--- config.mk ---
export PLATFORM = sky130hd
export DESIGN_NAME = alpha_calc_scheduler_flat
export DESIGN_NICKNAME = d
export VERILOG_FILES = /design/src/rtl/alpha_calc_scheduler_if.sv /design/src/rtl/alpha_calc_scheduler.sv /design/src/flat_wrapper.sv
export SDC_FILE = /design/constraint.sdc
export NUM_CORES = 1
export LEC_CHECK = 0
export ABC_AREA = 1
export CAP_MARGIN = 40
export CORE_MARGIN = 2
export CORE_UTILIZATION = 43
export DETAILED_ROUTE_END_ITERATION = 7
export GPL_ROUTABILITY_DRIVEN = 0
export GPL_TIMING_DRIVEN = 0
export PLACE_DENSITY = 0.79
export RECOVER_POWER = 50
export SYNTH_ARGS = -nofsm -noshare
export SYNTH_HDL_FRONTEND = slang
export SYNTH_SLANG_ARGS = --single-unit
--- constraint.sdc ---
create_clock -name clk -period 5 [get_ports clk]
set_clock_uncertainty 0.1 [all_clocks]
set_input_delay 0.5 -clock clk [delete_from_list [all_inputs] [get_ports clk]]
set_output_delay 0.5 -clock clk [all_outputs]
set_load 0.02 [all_outputs]
--- src/rtl/alpha_calc_scheduler_if.sv ---
// Valid/ready stream carrying one data word; the producer side uses master.
interface alpha_calc_scheduler_if #(
    parameter int DATA_WIDTH = 16
);
    logic                  valid;
    logic                  ready;
    logic [DATA_WIDTH-1:0] data;

    modport master (output valid, output data, input ready);
    modport slave  (input valid, input data, output ready);
endinterface

--- src/rtl/alpha_calc_scheduler.sv ---
// Joins mean and sample streams into blocks for alpha_calc, credit-limited by alpha returns.
// Upstream handshake to calc valid is 1 cycle; upstream stalls while a pair register cannot drain.
module alpha_calc_scheduler #(
    parameter int DATA_WIDTH     = 16,
    parameter int BLOCK_SIZE_LOG = 8,
    parameter int MAX_INFLIGHT   = 2,
    parameter int COUNT_WIDTH    = 16
) (
    input  logic                          clk,
    input  logic                          rst,
    input  logic                          enable,
    alpha_calc_scheduler_if.slave         x,
    alpha_calc_scheduler_if.slave         xhat,
    alpha_calc_scheduler_if.slave         xmean,
    alpha_calc_scheduler_if.slave         xhatmean,
    alpha_calc_scheduler_if.master        calc_x,
    alpha_calc_scheduler_if.master        calc_xhat,
    alpha_calc_scheduler_if.master        calc_xmean,
    alpha_calc_scheduler_if.master        calc_xhatmean,
    input  logic                          alpha_valid,
    input  logic                          alpha_ready,
    output logic                          busy,
    output logic [3:0]                    inflight,
    output logic [COUNT_WIDTH-1:0]        blocks_done
);
    typedef enum logic {S_MEAN = 1'b0, S_SAMPLES = 1'b1} state_t;

    localparam logic [BLOCK_SIZE_LOG-1:0] CNT_LAST    = '1;
    localparam logic [3:0]                MAX_CREDITS = 4'(MAX_INFLIGHT);

    state_t                  state_q, state_d;
    logic [BLOCK_SIZE_LOG-1:0] cnt_q, cnt_d;
    logic [3:0]              inflight_q, inflight_d;
    logic [COUNT_WIDTH-1:0]  blocks_done_q, blocks_done_d;
    logic                    xm_pend_q, xm_pend_d, hm_pend_q, hm_pend_d;
    logic                    x_pend_q, x_pend_d, xh_pend_q, xh_pend_d;
    logic [DATA_WIDTH-1:0]   xm_dat_q, xm_dat_d, hm_dat_q, hm_dat_d;
    logic [DATA_WIDTH-1:0]   x_dat_q, x_dat_d, xh_dat_q, xh_dat_d;
    logic                    mean_free, samp_free, mean_load, samp_load, alpha_ret;

    always_comb begin
        // A pair register can reload in the same cycle its last pending word drains.
        mean_free = (!xm_pend_q || calc_xmean.ready) && (!hm_pend_q || calc_xhatmean.ready);
        samp_free = (!x_pend_q || calc_x.ready) && (!xh_pend_q || calc_xhat.ready);
        mean_load = rst && (state_q == S_MEAN) && mean_free && enable &&
                    (inflight_q < MAX_CREDITS) && xmean.valid && xhatmean.valid;
        samp_load = rst && (state_q == S_SAMPLES) && samp_free && x.valid && xhat.valid;
        alpha_ret = alpha_valid && alpha_ready;

        xm_pend_d = mean_load || (xm_pend_q && !calc_xmean.ready);
        hm_pend_d = mean_load || (hm_pend_q && !calc_xhatmean.ready);
        x_pend_d  = samp_load || (x_pend_q && !calc_x.ready);
        xh_pend_d = samp_load || (xh_pend_q && !calc_xhat.ready);
        xm_dat_d  = mean_load ? xmean.data    : xm_dat_q;
        hm_dat_d  = mean_load ? xhatmean.data : hm_dat_q;
        x_dat_d   = samp_load ? x.data        : x_dat_q;
        xh_dat_d  = samp_load ? xhat.data     : xh_dat_q;

        state_d = state_q;
        cnt_d   = cnt_q;
        if (mean_load) begin
            state_d = S_SAMPLES;
            cnt_d   = '0;
        end
        if (samp_load) begin
            cnt_d = cnt_q + 1'b1;
            if (cnt_q == CNT_LAST) state_d = S_MEAN;
        end

        // Returns with no block outstanding are dropped so the credit count cannot underflow.
        inflight_d = inflight_q;
        if (mean_load && !(alpha_ret && inflight_q != 4'd0))
            inflight_d = inflight_q + 4'd1;
        else if (!mean_load && alpha_ret && inflight_q != 4'd0)
            inflight_d = inflight_q - 4'd1;
        blocks_done_d = blocks_done_q + COUNT_WIDTH'(alpha_ret);
    end

    always_ff @(posedge clk or negedge rst) begin
        if (!rst) begin
            state_q       <= S_MEAN;
            cnt_q         <= '0;
            inflight_q    <= '0;
            blocks_done_q <= '0;
            xm_pend_q     <= 1'b0;
            hm_pend_q     <= 1'b0;
            x_pend_q      <= 1'b0;
            xh_pend_q     <= 1'b0;
            xm_dat_q      <= '0;
            hm_dat_q      <= '0;
            x_dat_q       <= '0;
            xh_dat_q      <= '0;
        end else begin
            state_q       <= state_d;
            cnt_q         <= cnt_d;
            inflight_q    <= inflight_d;
            blocks_done_q <= blocks_done_d;
            xm_pend_q     <= xm_pend_d;
            hm_pend_q     <= hm_pend_d;
            x_pend_q      <= x_pend_d;
            xh_pend_q     <= xh_pend_d;
            xm_dat_q      <= xm_dat_d;
            hm_dat_q      <= hm_dat_d;
            x_dat_q       <= x_dat_d;
            xh_dat_q      <= xh_dat_d;
        end
    end

    assign xmean.ready         = mean_load;
    assign xhatmean.ready      = mean_load;
    assign x.ready             = samp_load;
    assign xhat.ready          = samp_load;
    assign calc_xmean.valid    = xm_pend_q;
    assign calc_xmean.data     = xm_dat_q;
    assign calc_xhatmean.valid = hm_pend_q;
    assign calc_xhatmean.data  = hm_dat_q;
    assign calc_x.valid        = x_pend_q;
    assign calc_x.data         = x_dat_q;
    assign calc_xhat.valid     = xh_pend_q;
    assign calc_xhat.data      = xh_dat_q;
    assign busy        = (state_q == S_SAMPLES) || xm_pend_q || hm_pend_q || x_pend_q || xh_pend_q;
    assign inflight    = inflight_q;
    assign blocks_done = blocks_done_q;
endmodule

--- src/flat_wrapper.sv ---
// flat-port wrapper written by rule: the top's interface ports become plain ports
module alpha_calc_scheduler_flat 
#(
    parameter int DATA_WIDTH     = 16,
    parameter int BLOCK_SIZE_LOG = 8,
    parameter int MAX_INFLIGHT   = 2,
    parameter int COUNT_WIDTH    = 16
)
  (clk, rst, enable, alpha_valid, alpha_ready, busy, inflight, blocks_done, x_valid, x_data, x_ready, xhat_valid, xhat_data, xhat_ready, xmean_valid, xmean_data, xmean_ready, xhatmean_valid, xhatmean_data, xhatmean_ready, calc_x_valid, calc_x_data, calc_x_ready, calc_xhat_valid, calc_xhat_data, calc_xhat_ready, calc_xmean_valid, calc_xmean_data, calc_xmean_ready, calc_xhatmean_valid, calc_xhatmean_data, calc_xhatmean_ready);
  alpha_calc_scheduler_if #(.DATA_WIDTH(DATA_WIDTH)) x_i ();
  alpha_calc_scheduler_if #(.DATA_WIDTH(DATA_WIDTH)) xhat_i ();
  alpha_calc_scheduler_if #(.DATA_WIDTH(DATA_WIDTH)) xmean_i ();
  alpha_calc_scheduler_if #(.DATA_WIDTH(DATA_WIDTH)) xhatmean_i ();
  alpha_calc_scheduler_if #(.DATA_WIDTH(DATA_WIDTH)) calc_x_i ();
  alpha_calc_scheduler_if #(.DATA_WIDTH(DATA_WIDTH)) calc_xhat_i ();
  alpha_calc_scheduler_if #(.DATA_WIDTH(DATA_WIDTH)) calc_xmean_i ();
  alpha_calc_scheduler_if #(.DATA_WIDTH(DATA_WIDTH)) calc_xhatmean_i ();
  input  logic clk;
  input  logic rst;
  input  logic enable;
  input  logic alpha_valid;
  input  logic alpha_ready;
  output logic busy;
  output logic [3:0] inflight;
  output logic [COUNT_WIDTH-1:0] blocks_done;
  input wire logic [$bits(x_i.valid)-1:0] x_valid;
  input wire logic [$bits(x_i.data)-1:0] x_data;
  output wire logic [$bits(x_i.ready)-1:0] x_ready;
  input wire logic [$bits(xhat_i.valid)-1:0] xhat_valid;
  input wire logic [$bits(xhat_i.data)-1:0] xhat_data;
  output wire logic [$bits(xhat_i.ready)-1:0] xhat_ready;
  input wire logic [$bits(xmean_i.valid)-1:0] xmean_valid;
  input wire logic [$bits(xmean_i.data)-1:0] xmean_data;
  output wire logic [$bits(xmean_i.ready)-1:0] xmean_ready;
  input wire logic [$bits(xhatmean_i.valid)-1:0] xhatmean_valid;
  input wire logic [$bits(xhatmean_i.data)-1:0] xhatmean_data;
  output wire logic [$bits(xhatmean_i.ready)-1:0] xhatmean_ready;
  output wire logic [$bits(calc_x_i.valid)-1:0] calc_x_valid;
  output wire logic [$bits(calc_x_i.data)-1:0] calc_x_data;
  input wire logic [$bits(calc_x_i.ready)-1:0] calc_x_ready;
  output wire logic [$bits(calc_xhat_i.valid)-1:0] calc_xhat_valid;
  output wire logic [$bits(calc_xhat_i.data)-1:0] calc_xhat_data;
  input wire logic [$bits(calc_xhat_i.ready)-1:0] calc_xhat_ready;
  output wire logic [$bits(calc_xmean_i.valid)-1:0] calc_xmean_valid;
  output wire logic [$bits(calc_xmean_i.data)-1:0] calc_xmean_data;
  input wire logic [$bits(calc_xmean_i.ready)-1:0] calc_xmean_ready;
  output wire logic [$bits(calc_xhatmean_i.valid)-1:0] calc_xhatmean_valid;
  output wire logic [$bits(calc_xhatmean_i.data)-1:0] calc_xhatmean_data;
  input wire logic [$bits(calc_xhatmean_i.ready)-1:0] calc_xhatmean_ready;
  assign x_i.valid = x_valid;
  assign x_i.data = x_data;
  assign x_ready = x_i.ready;
  assign xhat_i.valid = xhat_valid;
  assign xhat_i.data = xhat_data;
  assign xhat_ready = xhat_i.ready;
  assign xmean_i.valid = xmean_valid;
  assign xmean_i.data = xmean_data;
  assign xmean_ready = xmean_i.ready;
  assign xhatmean_i.valid = xhatmean_valid;
  assign xhatmean_i.data = xhatmean_data;
  assign xhatmean_ready = xhatmean_i.ready;
  assign calc_x_valid = calc_x_i.valid;
  assign calc_x_data = calc_x_i.data;
  assign calc_x_i.ready = calc_x_ready;
  assign calc_xhat_valid = calc_xhat_i.valid;
  assign calc_xhat_data = calc_xhat_i.data;
  assign calc_xhat_i.ready = calc_xhat_ready;
  assign calc_xmean_valid = calc_xmean_i.valid;
  assign calc_xmean_data = calc_xmean_i.data;
  assign calc_xmean_i.ready = calc_xmean_ready;
  assign calc_xhatmean_valid = calc_xhatmean_i.valid;
  assign calc_xhatmean_data = calc_xhatmean_i.data;
  assign calc_xhatmean_i.ready = calc_xhatmean_ready;
  alpha_calc_scheduler #(.DATA_WIDTH(DATA_WIDTH), .BLOCK_SIZE_LOG(BLOCK_SIZE_LOG), .MAX_INFLIGHT(MAX_INFLIGHT), .COUNT_WIDTH(COUNT_WIDTH)) u_core (.clk(clk), .rst(rst), .enable(enable), .x(x_i), .xhat(xhat_i), .xmean(xmean_i), .xhatmean(xhatmean_i), .calc_x(calc_x_i), .calc_xhat(calc_xhat_i), .calc_xmean(calc_xmean_i), .calc_xhatmean(calc_xhatmean_i), .alpha_valid(alpha_valid), .alpha_ready(alpha_ready), .busy(busy), .inflight(inflight), .blocks_done(blocks_done));
endmodule
==> metrics.txt <==
outcome finished clean; Layout Nets 742; clk buf depth 2; Hold Path Origin u_core.blocks_done[15]; area occupied by multi-input gates 0.00148 mm2; Wirelength per Cell 13.1 um; most area-consuming cells after synthesis dfrtp_1 58%, nand2_1 22%, inv_1 2.6%; Synthesis Warnings 0; P_leak 3.20 nW; vias post-DR 3676; Synth cell types 27; layout cells sized above 1 6.02%; VDD IR max 187 uV; area of the core 0.00928 mm2; Core Util, Final 67.2%; site row count 35; initial antenna violation count 0; sequential-to-total area share from yosys stat 58.5%; clock period minus worst slack 3.82 ns; dpl cells 776; Hold WC Path Type reg2reg; IO Pins 170; worst hold path depth 1; global route overflow 0; worst hold margin 0.370 ns; final instance area 0.00624 mm2; Final ANT Viol Nets 0; gr usage total 20.1%; clk slew on worst S/H paths 0.09 ns; final hold viol count 0; WP data required 4.40 ns; largest net degree at the start of global routing 69; fmax 262 MHz; CP Launch Type input port; Yosys reg bits 97; H-tree depth 3; instance count of the mapped netlist 477; n_diodes 0; register area 0.00243 mm2; Die Wd 102 um; Synth Flop Type dfrtp_1; number of enable flip-flop cells after synthesis 0; # Max-Cap Violations 0; Initial DRT Pass Iterations 4; Net Count, Synth 560; first-pass GRT wire length 16700 um; Total Power 2.19 mW; drt total wl 10400 um; Initial DRC Count 89; Async SR Flop Fraction 100%; I/O Buffers 169; Die Height 102 um; CP Data Arrival Time 3.22 ns; Post-CTS Setup Repair Bufs 0; Mapped Area 0.00415 mm2; slew margin rel. 69.0%; area leader, netlist dfrtp_1; reg2reg path depth 15; Area growth syn-to-layout 50.3%; drt drc 0; Skew-Pair Late Insertion Delay 0.35 ns; reg2reg start u_core.inflight[2]; via count of the first global-routing pass 3793; Tightest Pin Transition 0.465 ns; Cell Count, Final, Fillers Out 793; detailed placement HPWL 8040 um; worst hold endpoint u_core.blocks_done[15]; Initial Utilization 44.7%; clk sinks 97; Root Buffer clkbuf_8; CP Class in2out; vias per inst 4.64; worst-path maximum fanout 68; RSZ-0062 raised after global routing no; Pwr Density 350 mW/mm2; most common cell in the netlist nand2_1; CTS tree yes; reg2reg end u_core.inflight[3]; r2r setup slk 2.59 ns; critical path capture point type output port; top cell type's share of synthesized area 58.5%; fillcell total 776; die area 0.0105 mm2; Synth top cells by count 244 x nand2_1, 97 x dfrtp_1, 29 x inv_1, 17 x nand3_1; Num CTS Buffers 9; syn avg cell area 8.70 um2; DP Area 0.00603 mm2; fin crit share 76.3%; max-slew violation count 0; Final Setup Violations 0
==> through the flow <==
stage | setup slack [ns] | TNS (ns)
after floorplan | 2.78 | 0
after global placement | -1.69 | -85.42
after detailed placement | 1.67 | 0
after CTS | 1.11 | 0
after global routing | 0.926 | 0
final | 1.18 | 0
==> cell type report <==
type                            instances  share of cell area [%]
Clock inverter                          5                    1.00
Tap cell                              129                    2.59
Inverter                               32                    1.95
Buffer                                 16                    1.84
Timing Repair Buffer                  171                    27.7
Clock buffer                           11                    2.27
Sequential cell                        97                    38.9
Multi-Input combinational cell        332                    23.8
==> how the worst max path moves through the flow <==
stage / to / startpoint / slack, ns
floorplan: u_core.inflight[3] / calc_xmean_ready / 2.78
global placement: xmean_ready / rst / -1.69
detailed placement: xhat_ready / rst / 1.67
CTS: xhat_ready / rst / 1.11
global route: xhat_ready / rst / 0.93
finish: xhat_ready / rst / 1.18
==> registers in the layout, summed over array words and instances (netlist names) <==
name,cells
u_core.calc_xhat.data,16
u_core.calc_xhatmean.valid,1
u_core.blocks_done,16
u_core.state_q,1
u_core.inflight,4
u_core.cnt_q,8
u_core.calc_x.valid,1
u_core.calc_xhatmean.data,16
u_core.calc_xhat.valid,1
u_core.calc_x.data,16
u_core.calc_xmean.data,16
u_core.calc_xmean.valid,1
==> layout by cell type (no fill, tap or decap) <==
cell / count
nor2_1: 12
xor2_1: 12
a21oi_1: 3
clkinvlp_4: 2
ha_1: 5
or2_2: 1
buf_16: 1
clkbuf_1: 4
nand2_2: 3
clkdlybuf4s50_1: 137
o21ai_1: 1
fa_1: 1
nor2_2: 2
nor3_1: 8
a21o_1: 1
nand3b_1: 2
buf_2: 5
o21ai_0: 8
inv_6: 1
clkbuf_8: 10
nand4_1: 4
dlygate4sd3_1: 32
dfrtp_1: 97
xnor2_1: 5
inv_2: 2
clkinv_2: 1
buf_6: 5
nor3b_1: 1
nand2_1: 245
bufinv_16: 1
nand3_1: 17
inv_1: 29
clkinv_4: 1
nor3_2: 1
buf_4: 4
==> critical path: stages <==
cell,delay (ns)
dlygate4sd3_1,0.53
buf_4,0.38
buf_16,0.35
nand2_1,0.14
nor3_2,0.14
nand2_2,0.10
inv_2,0.08
buf_2,0.22
buf_4,0.14
clkdlybuf4s50_1,0.59
==> cells by family after synthesis <==
family	Yosys count	share of synthesized area [%]
AOI/OAI and AO/OA	13	1.63
xor gates and xnor gates	17	3.59
adders and majority gates	6	1.99
buffers and inverters	48	5.70
DFF	97	58.5
and+or+nand+nor	296	28.6
==> timing repair <==
action,in CTS,in global routing
hold buffers,1,0
hold endpoints to repair,30,0
resized for setup,0,0
==> routing by layer <==
metal	track usage, %	vias up	share of wire (%)
met1	23.9	1693	42
met4	7.18	0	2.4
met2	35.0	138	48
met3	5.61	20	8.0
met5	0	-	0
li1	-	1825	-
==> power by group <==
| part | total [mW] | switching (mW) | internal (mW) |
|---|---|---|---|
| Sequential | 1.01 | 0.106 | 0.903 |
| Clock | 0.522 | 0.274 | 0.248 |
| Combinational | 0.656 | 0.341 | 0.315 |
| Total | 2.19 | 0.721 | 1.47 |
Note: power is estimated with default switching activity, not from simulation.
